### src/rtl/iob_axistream_out_pkt.sv
// -----------------------------------------------------------------------------
// iob_axistream_out_pkt
//   CPU-to-AXI-Stream egress bridge. The CPU writes DATA_W-bit words through the
//   IOb native slave port. Each word is split into N = DATA_W/TDATA_W beats,
//   least significant beat first. The beats are buffered in a FIFO and sent out
//   through a single AXIS output register. tlast is generated by a programmable
//   packet-length counter. The bridge also provides level/threshold status, a
//   level-sensitive irq, a sticky overflow flag and a soft flush.
//
//   Ports
//     clk, rst            clock, asynchronous active-high reset
//     iob_avalid/addr/    CPU request. A nonzero wstrb is a write and a zero
//     wdata/wstrb         wstrb is a read.
//     iob_rvalid/rdata    read response, returned one cycle after the request
//     iob_ready           always 1
//     tdata/tvalid/       AXIS master
//     tready/tlast
//     irq                 registered (level >= THRESH)
//
//   Register map (word addresses)
//     0 DATA (W)
//     1 PKT_LEN (W/R)
//     2 THRESH (W/R)
//     3 STATUS (R) = {overflow, pkt_busy, full, empty, level}
//     4 FLUSH (W)
// -----------------------------------------------------------------------------
module iob_axistream_out_pkt #(
  parameter int DATA_W          = 32,
  parameter int TDATA_W         = 8,
  parameter int FIFO_DEPTH_LOG2 = 4,
  parameter int PKT_LEN_W       = 16
) (
  input  logic                  clk,
  input  logic                  rst,
  input  logic                  iob_avalid,
  input  logic [2:0]            iob_addr,
  input  logic [DATA_W-1:0]     iob_wdata,
  input  logic [DATA_W/8-1:0]   iob_wstrb,
  output logic                  iob_rvalid,
  output logic [DATA_W-1:0]     iob_rdata,
  output logic                  iob_ready,
  output logic [TDATA_W-1:0]    tdata,
  output logic                  tvalid,
  input  logic                  tready,
  output logic                  tlast,
  output logic                  irq
);

  localparam int N     = DATA_W / TDATA_W;
  localparam int DEPTH = 2 ** FIFO_DEPTH_LOG2;
  localparam int LVL_W = FIFO_DEPTH_LOG2 + 1;
  localparam int ST_W  = LVL_W + 4;

  localparam logic [2:0] ADDR_DATA    = 3'd0;
  localparam logic [2:0] ADDR_PKT_LEN = 3'd1;
  localparam logic [2:0] ADDR_THRESH  = 3'd2;
  localparam logic [2:0] ADDR_STATUS  = 3'd3;
  localparam logic [2:0] ADDR_FLUSH   = 3'd4;

  function automatic logic [ST_W-1:0] pack_status(input logic             ovf,
                                                  input logic             busy,
                                                  input logic             full_f,
                                                  input logic             empty_f,
                                                  input logic [LVL_W-1:0] lvl);
    return {ovf, busy, full_f, empty_f, lvl};
  endfunction

  logic [TDATA_W-1:0]         mem [DEPTH];
  logic [FIFO_DEPTH_LOG2-1:0] wr_ptr, rd_ptr;
  logic [LVL_W-1:0]           fifo_cnt, level, free_beats;
  logic [LVL_W-1:0]           thresh;
  logic [PKT_LEN_W-1:0]       pkt_len, beat_cnt, beat_cnt_nxt;
  logic                       overflow, pkt_busy, full, empty;
  logic                       wr_en, rd_en, data_wr, push, drop;
  logic                       pkt_wr, pkt_rej, thresh_wr, flush, status_rd;
  logic                       hs, load, last_nxt;
  logic [DATA_W-1:0]          rd_mux;

  assign iob_ready = 1'b1;

  assign wr_en     = iob_avalid & (|iob_wstrb);
  assign rd_en     = iob_avalid & ~(|iob_wstrb);
  assign data_wr   = wr_en & (iob_addr == ADDR_DATA);
  assign pkt_wr    = wr_en & (iob_addr == ADDR_PKT_LEN);
  assign thresh_wr = wr_en & (iob_addr == ADDR_THRESH);
  assign flush     = wr_en & (iob_addr == ADDR_FLUSH);
  assign status_rd = rd_en & (iob_addr == ADDR_STATUS);

  // Level counts the FIFO contents plus the beat held in the output register,
  // so free space is judged against the whole block.
  assign level      = fifo_cnt + LVL_W'(tvalid);
  assign free_beats = LVL_W'(DEPTH) - level;
  assign full       = free_beats < LVL_W'(N);
  assign empty      = (level == '0);
  assign pkt_busy   = (beat_cnt != '0);

  // A whole word is accepted or dropped. Partial words are never pushed.
  assign push    = data_wr & ~full;
  assign drop    = data_wr & full;
  assign pkt_rej = pkt_wr & pkt_busy;

  assign hs   = tvalid & tready;
  assign load = (~tvalid | tready) & (fifo_cnt != '0);

  // The beat count that will apply to a beat loaded this cycle. This takes
  // into account the handshake of the current output beat.
  always_comb begin
    beat_cnt_nxt = beat_cnt;
    if (hs && (pkt_len != '0))
      beat_cnt_nxt = tlast ? '0 : beat_cnt + PKT_LEN_W'(1);
  end

  assign last_nxt = (pkt_len != '0) && (beat_cnt_nxt == pkt_len - PKT_LEN_W'(1));

  // ---- FIFO stage -----------------------------------------------------------
  always_ff @(posedge clk) begin
    if (push)
      for (int i = 0; i < N; i++)
        mem[wr_ptr + FIFO_DEPTH_LOG2'(i)] <= iob_wdata[i*TDATA_W +: TDATA_W];
  end

  always_ff @(posedge clk or posedge rst) begin
    if (rst) begin
      wr_ptr   <= '0;
      rd_ptr   <= '0;
      fifo_cnt <= '0;
    end else if (flush) begin
      wr_ptr   <= '0;
      rd_ptr   <= '0;
      fifo_cnt <= '0;
    end else begin
      if (push) wr_ptr <= wr_ptr + FIFO_DEPTH_LOG2'(N);
      if (load) rd_ptr <= rd_ptr + 1'b1;
      fifo_cnt <= fifo_cnt + (push ? LVL_W'(N) : '0) - (load ? LVL_W'(1) : '0);
    end
  end

  // ---- Output register stage ------------------------------------------------
  // tlast is fixed when a beat is loaded. While the beat is stalled, tlast stays
  // stable together with tdata.
  always_ff @(posedge clk or posedge rst) begin
    if (rst) begin
      tvalid   <= 1'b0;
      tlast    <= 1'b0;
      tdata    <= '0;
      beat_cnt <= '0;
    end else if (flush) begin
      tvalid   <= 1'b0;
      tlast    <= 1'b0;
      beat_cnt <= '0;
    end else begin
      beat_cnt <= beat_cnt_nxt;
      if (load) begin
        tvalid <= 1'b1;
        tdata  <= mem[rd_ptr];
        tlast  <= last_nxt;
      end else if (hs) begin
        tvalid <= 1'b0;
        tlast  <= 1'b0;
      end
    end
  end

  // ---- Control / status registers ------------------------------------------
  always_ff @(posedge clk or posedge rst) begin
    if (rst) begin
      pkt_len  <= '0;
      thresh   <= '1;
      overflow <= 1'b0;
      irq      <= 1'b0;
    end else begin
      if (pkt_wr && !pkt_busy) pkt_len <= iob_wdata[PKT_LEN_W-1:0];
      if (thresh_wr)           thresh  <= iob_wdata[LVL_W-1:0];
      if (drop || pkt_rej)     overflow <= 1'b1;
      else if (status_rd)      overflow <= 1'b0;
      irq <= (level >= thresh);
    end
  end

  always_comb begin
    rd_mux = '0;
    case (iob_addr)
      ADDR_PKT_LEN: rd_mux = DATA_W'(pkt_len);
      ADDR_THRESH:  rd_mux = DATA_W'(thresh);
      ADDR_STATUS:  rd_mux = DATA_W'(pack_status(overflow, pkt_busy, full, empty, level));
      default:      rd_mux = '0;
    endcase
  end

  // ---- Read response stage --------------------------------------------------
  always_ff @(posedge clk or posedge rst) begin
    if (rst) begin
      iob_rvalid <= 1'b0;
      iob_rdata  <= '0;
    end else begin
      iob_rvalid <= rd_en;
      iob_rdata  <= rd_en ? rd_mux : '0;
    end
  end

endmodule

### config.mk
export PLATFORM = sky130hd
export DESIGN_NAME = iob_axistream_out_pkt
export DESIGN_NICKNAME = d
export VERILOG_FILES = /design/src/rtl/iob_axistream_out_pkt.sv
export SDC_FILE = /design/constraint.sdc
export NUM_CORES = 1
export LEC_CHECK = 0
export ABC_CLOCK_PERIOD_IN_PS = 3200
export BUFFER_PORTS_ARGS = -buffer_cell sky130_fd_sc_hd__buf_2
export CORE_MARGIN = 5
export CORE_UTILIZATION = 54
export DETAILED_ROUTE_END_ITERATION = 8
export HOLD_SLACK_MARGIN = 0.12
export PLACE_DENSITY = 0.78
export SLEW_MARGIN = 20
export SYNTH_ARGS = -nofsm -noshare
export SYNTH_HDL_FRONTEND = slang
export SYNTH_SLANG_ARGS = --single-unit
### constraint.sdc
create_clock -name clk -period 3.2 [get_ports clk]
set_input_delay 0.16 -clock clk [delete_from_list [all_inputs] [get_ports clk]]
set_output_delay 0.16 -clock clk [all_outputs]
set_load 0.005 [all_outputs]
; ---- Word-level counts from Yosys, hierarchy flattened
; Memories as Yosys holds them, arrays and structs flattened. A register that Yosys moved wholly into a read port is not among the register bits.
; Index checks and enable logic that the tools add are counted.
[word_totals]
register_bits = 87
mem_bits_rw = 128
out_inout_bits = 45
mem_count = 1
[op_classes]
n_addsub = 11
order_cmp = 2
n_eq_ne = 5
n_mux = 21
bitwise = 17
reduce_logical = 16
[mem_list]
columns = memory, depth, word_bits, rd, rd_ports_with_merged_regs, write_ports, line_no
row1 = mem, 16, 8, 1, 1, 4, 68  ; logic [TDATA_W-1:0] mem [DEPTH];
[op_table]
columns = operator, count
row1 = two-way mux 16 bit, 3
row2 = case mux 16 bit (3 select lines), 1
row3 = two-way mux 32 bit, 1
row4 = nonzero test 16 bit, 2
row5 = adder 16 x 1 -> 16 bit (second input constant), 1
row6 = == test 16 bit, 1
row7 = two-way mux 4 bit, 4
row8 = subtractor 16 x 1 -> 16 bit (second input constant), 1
row9 = bitwise AND 1 bit, 12
row10 = two-way mux 1 bit, 10
row11 = adder 4 x 1 -> 4 bit (second input constant), 2
row12 = adder 4 x 2 -> 4 bit (second input constant), 2
row13 = == test 3 x 2 -> 1 bit (second input constant), 2
row14 = nonzero test 2 bit, 3
row15 = adder 5 x 1 -> 5 bit, 1
row16 = adder 5 x 3 -> 5 bit, 1
row17 = >= comparator 5 bit, 1
row18 = zero test 5 bit, 1
row19 = < comparator 5 x 3 -> 1 bit (second input constant), 1
row20 = two-way mux 5 bit, 1
row21 = nonzero test 5 bit, 1
row22 = subtractor 5 x 1 -> 5 bit, 1
row23 = subtractor 5 bit (first input constant), 1
row24 = adder 4 x 3 -> 4 bit (second input constant), 1
row25 = 12 further kinds, 17

; ---- Logic depth before layout (Yosys ltp)
[depth]
word_depth = 9
mapped_depth = 17

; ---- Least setup slack after synthesis
; No wires, ideal clock.
[synth_timing]
path_type = reg-to-reg
startpoint = register tvalid
endpoint = register fifo_cnt[4]
setup_ns = 0.132
t_arrival_ns = 3.322
setup_slack_ns = -0.254
stages_incl_launch_ff = 18
path_cell_list = dfrtp_1 -> ha_1 -> ha_1 -> xor2_1 -> or3_1 -> nor2_1 -> ha_1 -> a21oi_1 -> and2_1 -> clkbuf_1 -> inv_1 -> ha_1 -> inv_1 -> ha_1 -> a21o_1 -> a21oi_1 -> xnor2_1 -> nor2_1
[synth_via]
elab_chain_len = 9
word_cells_on_any_way = 13
cone_classes = add/sub (4) / order compare (1) / mux (3) / bitwise (5)
[synth_rtl]
columns = item, line_no
row1 = "start, declared", 43  ; output logic tvalid,
row2 = "start signal, assigned", 143  ; tvalid <= 1'b0;
row3 = "start signal, assigned", 148  ; tvalid <= 1'b0;
row4 = "start signal, assigned", 154  ; tvalid <= 1'b1;
row5 = adder 5 x 1 -> 5 bit, 91  ; assign level = fifo_cnt + LVL_W'(tvalid);
row6 = subtractor 5 bit, 92  ; assign free_beats = LVL_W'(DEPTH) - level;
row7 = < comparator 5 x 3 -> 1 bit, 93  ; assign full = free_beats < LVL_W'(N);
row8 = NOT 1 bit, 98  ; assign push = data_wr & ~full;
row9 = bitwise AND 1 bit, 98
row10 = two-way mux 3 bit, 134  ; fifo_cnt <= fifo_cnt + (push ? LVL_W'(N) : '0) - (load ? LVL_W'(1) : '0);
row11 = adder 5 x 3 -> 5 bit, 134
row12 = subtractor 5 x 1 -> 5 bit *, 134
row13 = two-way mux 5 bit *, 127  ; end else if (flush) begin
row14 = "end signal, assigned", 134
row15 = "end, declared", 70  ; logic [LVL_W-1:0] fifo_cnt, level, free_beats;
; Every way passes the cells marked *; elsewhere a longest branch is shown, timed or not.
; A chain may end at the register's enable or synchronous reset.

; ---- Worst setup path in the final report
; Ends and elaborated chain as after synthesis.

==> results.tsv <==
stage	metric	value	unit
run_status	status	finished, final reports clean	
min_path	worst min path class	input pin to register	
pwr	Peak VDD IR	0.000406	V
floorplanning	starting density of the core	55.2	%
worst_setup_path	Crit. Startpoint	tvalid$_DFFE_PP0P_	
global_routing	initial antenna violation count	0	
yosys	post-synthesis instance total	908	
worst_setup_path	Worst EP required	3.57	ns
worst_setup_path	r2r startpoint	tvalid$_DFFE_PP0P_	
timing	Tmin final	3.14	ns
detailed_routing	metal2 WL	12500	um
worst_setup_path	Worst Path Arrival	3.51	ns
timing	skew final	0.0189	ns
detailed_routing	vias per inst	5.76	
yosys	Distinct cells, synth	55	
timing	Fin. Hold Viols	0	
floorplanning	width of the die	148	um
detailed_routing	ANT nets after route	0	
yosys	area of the mapped netlist	10400	um2
pwr	sequential share of power	38.1	%
yosys	Top FF cell, synth	edfxtp_1	
detailed_routing	DR DRC count	0	
worst_setup_path	crit end category	register	
clocking	CTS tree	yes	
yosys	Area contributors post-synth	edfxtp_1, dfrtp_1, nand2_1	
clocking	Max Buffers Root-to-Sink	3	
placed_design	Detail Placement HPWL	17000	um
pwr	Sw Pwr	2.76	mW
yosys	#FFs+latches synth	205	
clocking	Clock Sinks	205	
global_routing	total gr overflow	0	
final_layout	share of layout cells above drive strength 1	24.9	%
global_routing	vias in the first global route	7371	
global_routing	largest net degree at the start of global routing	44	
timing	maximum clock frequency	318	MHz
yosys	number of synthesized flops with an enable pin	128	
global_routing	first-pass GRT wire length	39800	um
pwr	Switching Fraction	30.9	%
yosys	post-synth top area share	37.1	%
timing	Final Setup Violations	0	
timing	RSZ-0062 raised after global routing	true	
worst_setup_path	R2R cell count	16	
worst_setup_path	Worst Setup Path Type	register to register	
yosys	Seq/Total Area, Yosys	55.8	%
floorplanning	Total Die Area	22000	um2
yosys	Synthesis Warnings	0	
timing	slew at the pin closest to its max-slew limit	0.846	ns
final_layout	area growth from synthesis to layout	21.2	%
clocking	H-tree depth	1	
detailed_routing	WL final	25500	um
worst_setup_path	Critical Path End	fifo_cnt[4]$_DFF_PP0_	
yosys	cell taking the most area after synthesis	edfxtp_1	
timing	hold_ws	0.166	ns
global_routing	aggregate global-route resource usage	23.1	%
worst_setup_path	worst-path maximum fanout	2	
pwr	total power	8.95	mW
detailed_routing	met3 wire len	1760	um
timing	Max Transition Viols Final	0	
run	Max Cap Viol	0	
final_layout	ant diodes	0	
final_layout	leading cell type in the layout, fill and taps excluded	nand2_1	
floorplanning	# IOs	88	
yosys	asr flop ratio synth	37.6	%
pwr	leakage	5.29	nW
placed_design	IO Port Bufs	70	
detailed_routing	Vias	7469	
detailed_routing	Max Used Layer	met4	
floorplanning	Rows	50	
clocking	clk_lat worst skew	0.51	ns
floorplanning	Die Ht	148	um
clocking	clock transition at the registers of the reported paths	0.06	ns
pwr	Clock power frac	28.6	%
worst_setup_path	reg-to-reg setup timing slack	0.06	ns
timing	setup TNS	0	ns
detailed_routing	DRT iter0 DRCs	747	
clocking	clk root buf	clkbuf_16	
final_layout	filler instances	1315	
detailed_routing	drt pass-1 iters	5	
pwr	combinational share of power	33.4	%
placed_design	gpl congestion	0.873	
yosys	syn_area_per_cell	11.4	um2
pwr	power per cell area	713	nW/um2
worst_setup_path	Critical R2R Capture	fifo_cnt[4]$_DFF_PP0_	
final_layout	Nets	1113	
timing	period utilisation layout	98.1	%
clocking	CTS buffer count	22	
detailed_routing	met1 WL	10500	um
floorplanning	Core Region	18800	um2
final_layout	most frequent cells in the layout	nand2_1, edfxtp_1, dfrtp_1, buf_2, buf_4	
pwr	Internal	6.18	mW
detailed_routing	wire per inst	19.6	um
worst_setup_path	Critical Path Source Type	register	
timing	Rel. slew slack	43.5	%
[cells in the mapped netlist (7+ instances only)]
library cell / count
o31ai_1: 12
buf_4: 17
nor4_1: 11
mux4_2: 40
nor2b_1: 11
dfrtp_1: 72
o31a_1: 8
and2_1: 12
clkbuf_1: 38
nand3_1: 13
ha_1: 22
nand2b_1: 7
a31oi_1: 9
edfxtp_1: 128
a21oi_1: 15
mux2_2: 26
nand2_1: 254
xor2_1: 14
nor2_1: 47
o21ai_0: 14
nor3_1: 7
xnor2_1: 19
inv_1: 36
[through the flow]
step / utilization, % / instance area, um2 / cells / setup WS [ns]
floorplan: - / 10500 / 923 / -0.0461
CTS: 66.4 / 12500 / 1293 / 0.00155
global placement: 60.4 / 11300 / 1214 / 0.0168
finish: 66.9 / 12500 / 1297 / 0.0599
global route: 66.9 / 12500 / 1297 / -0.0617
detailed placement: 60.4 / 11300 / 1214 / -0.0303
[sequential cells by signal (all words and copies together) (netlist names)]
signal and count:
beat_cnt 16, fifo_cnt 5, iob_rdata 16, iob_rvalid 1
irq 1, mem 128, overflow 1, pkt_len 16
rd_ptr 4, tdata 8, thresh 5, tlast 1
tvalid 1, wr_ptr 2
[how the worst min path moves through the flow]
stage | start | to | slack, ns | depth (start not counted)
after floorplan | iob_wdata[1] | thresh[1]$_DFFE_PP1P_ | 0.27 | 2
after global placement | rst | iob_rdata[12]$_DFF_PP0_ | 0.34 | 2
after detailed placement | rst | iob_rdata[10]$_DFF_PP0_ | 0.36 | 2
after CTS | iob_addr[0] | overflow$_DFFE_PP0P_ | 0.13 | 3
after global routing | iob_wstrb[2] | iob_rdata[1]$_DFF_PP0_ | 0.19 | 5
final | iob_wstrb[2] | iob_rdata[0]$_DFF_PP0_ | 0.17 | 5
[power groups by stage]
stage	Combinational [mW]	Sequential, mW	Clock, mW
after floorplan	2.15	3.28	0
after global placement	2.70	3.44	0
after detailed placement	2.77	3.46	0
after CTS	2.84	3.40	2.58
after global routing	3.28	3.44	2.70
final	2.98	3.41	2.56
[final cells by class]
class	count	area (um2)	area share, %
Clock buffer	34	676	5.38
Inverter	40	154	1.23
Multi-Input combinational cell	609	4240	33.8
Timing Repair Buffer	169	1340	10.7
Clock inverter	6	66.3	0.528
Tap cell	234	293	2.33
Sequential cell	205	5780	46.0
[kinds of logic (layout without fill, tap and decap cells)]
group                    count (synthesis)  count (layout)  share of synthesized area [%]
AND/OR/NAND/NOR                        388             388                           16.4
AO/OA/AOI/OAI                           76              76                           5.23
flip-flops                             205             205                           55.8
XOR/XNOR                                33              33                           2.79
buffers and inverters                  109             249                           4.80
adder cells (fa/ha/maj)                 23              23                           2.85
multiplexers                            72              72                           12.1
other                                    2              17                         0.0725
[what timing repair did]
action	4_1_cts	5_1_grt
pin swaps	3	9
setup buffers	1	4
endpoints found under the hold margin	199	0
setup endpoints to repair	2	65
hold buffers	38	0
gates resized for setup	2	8
[layer usage]
layer	up-vias	global-route usage [%]
met5	-	0
met3	64	3.50
met4	0	7.67
met2	314	37.3
met1	3668	32.6
li1	3423	-
[critical path, cell delays in order (launching register included)]
cell and delay (ns):
dfrtp_1 0.41, ha_4 0.18, ha_4 0.16, xor2_2 0.17
or3_4 0.35, nor2_4 0.14, ha_4 0.23, a21oi_4 0.12
and2_4 0.17, inv_4 0.04, ha_4 0.25, inv_2 0.04
ha_4 0.22, a21o_1 0.18, a21oi_2 0.15, xnor2_1 0.13
nor2_1 0.06
Power figures use the tool's default switching activity.
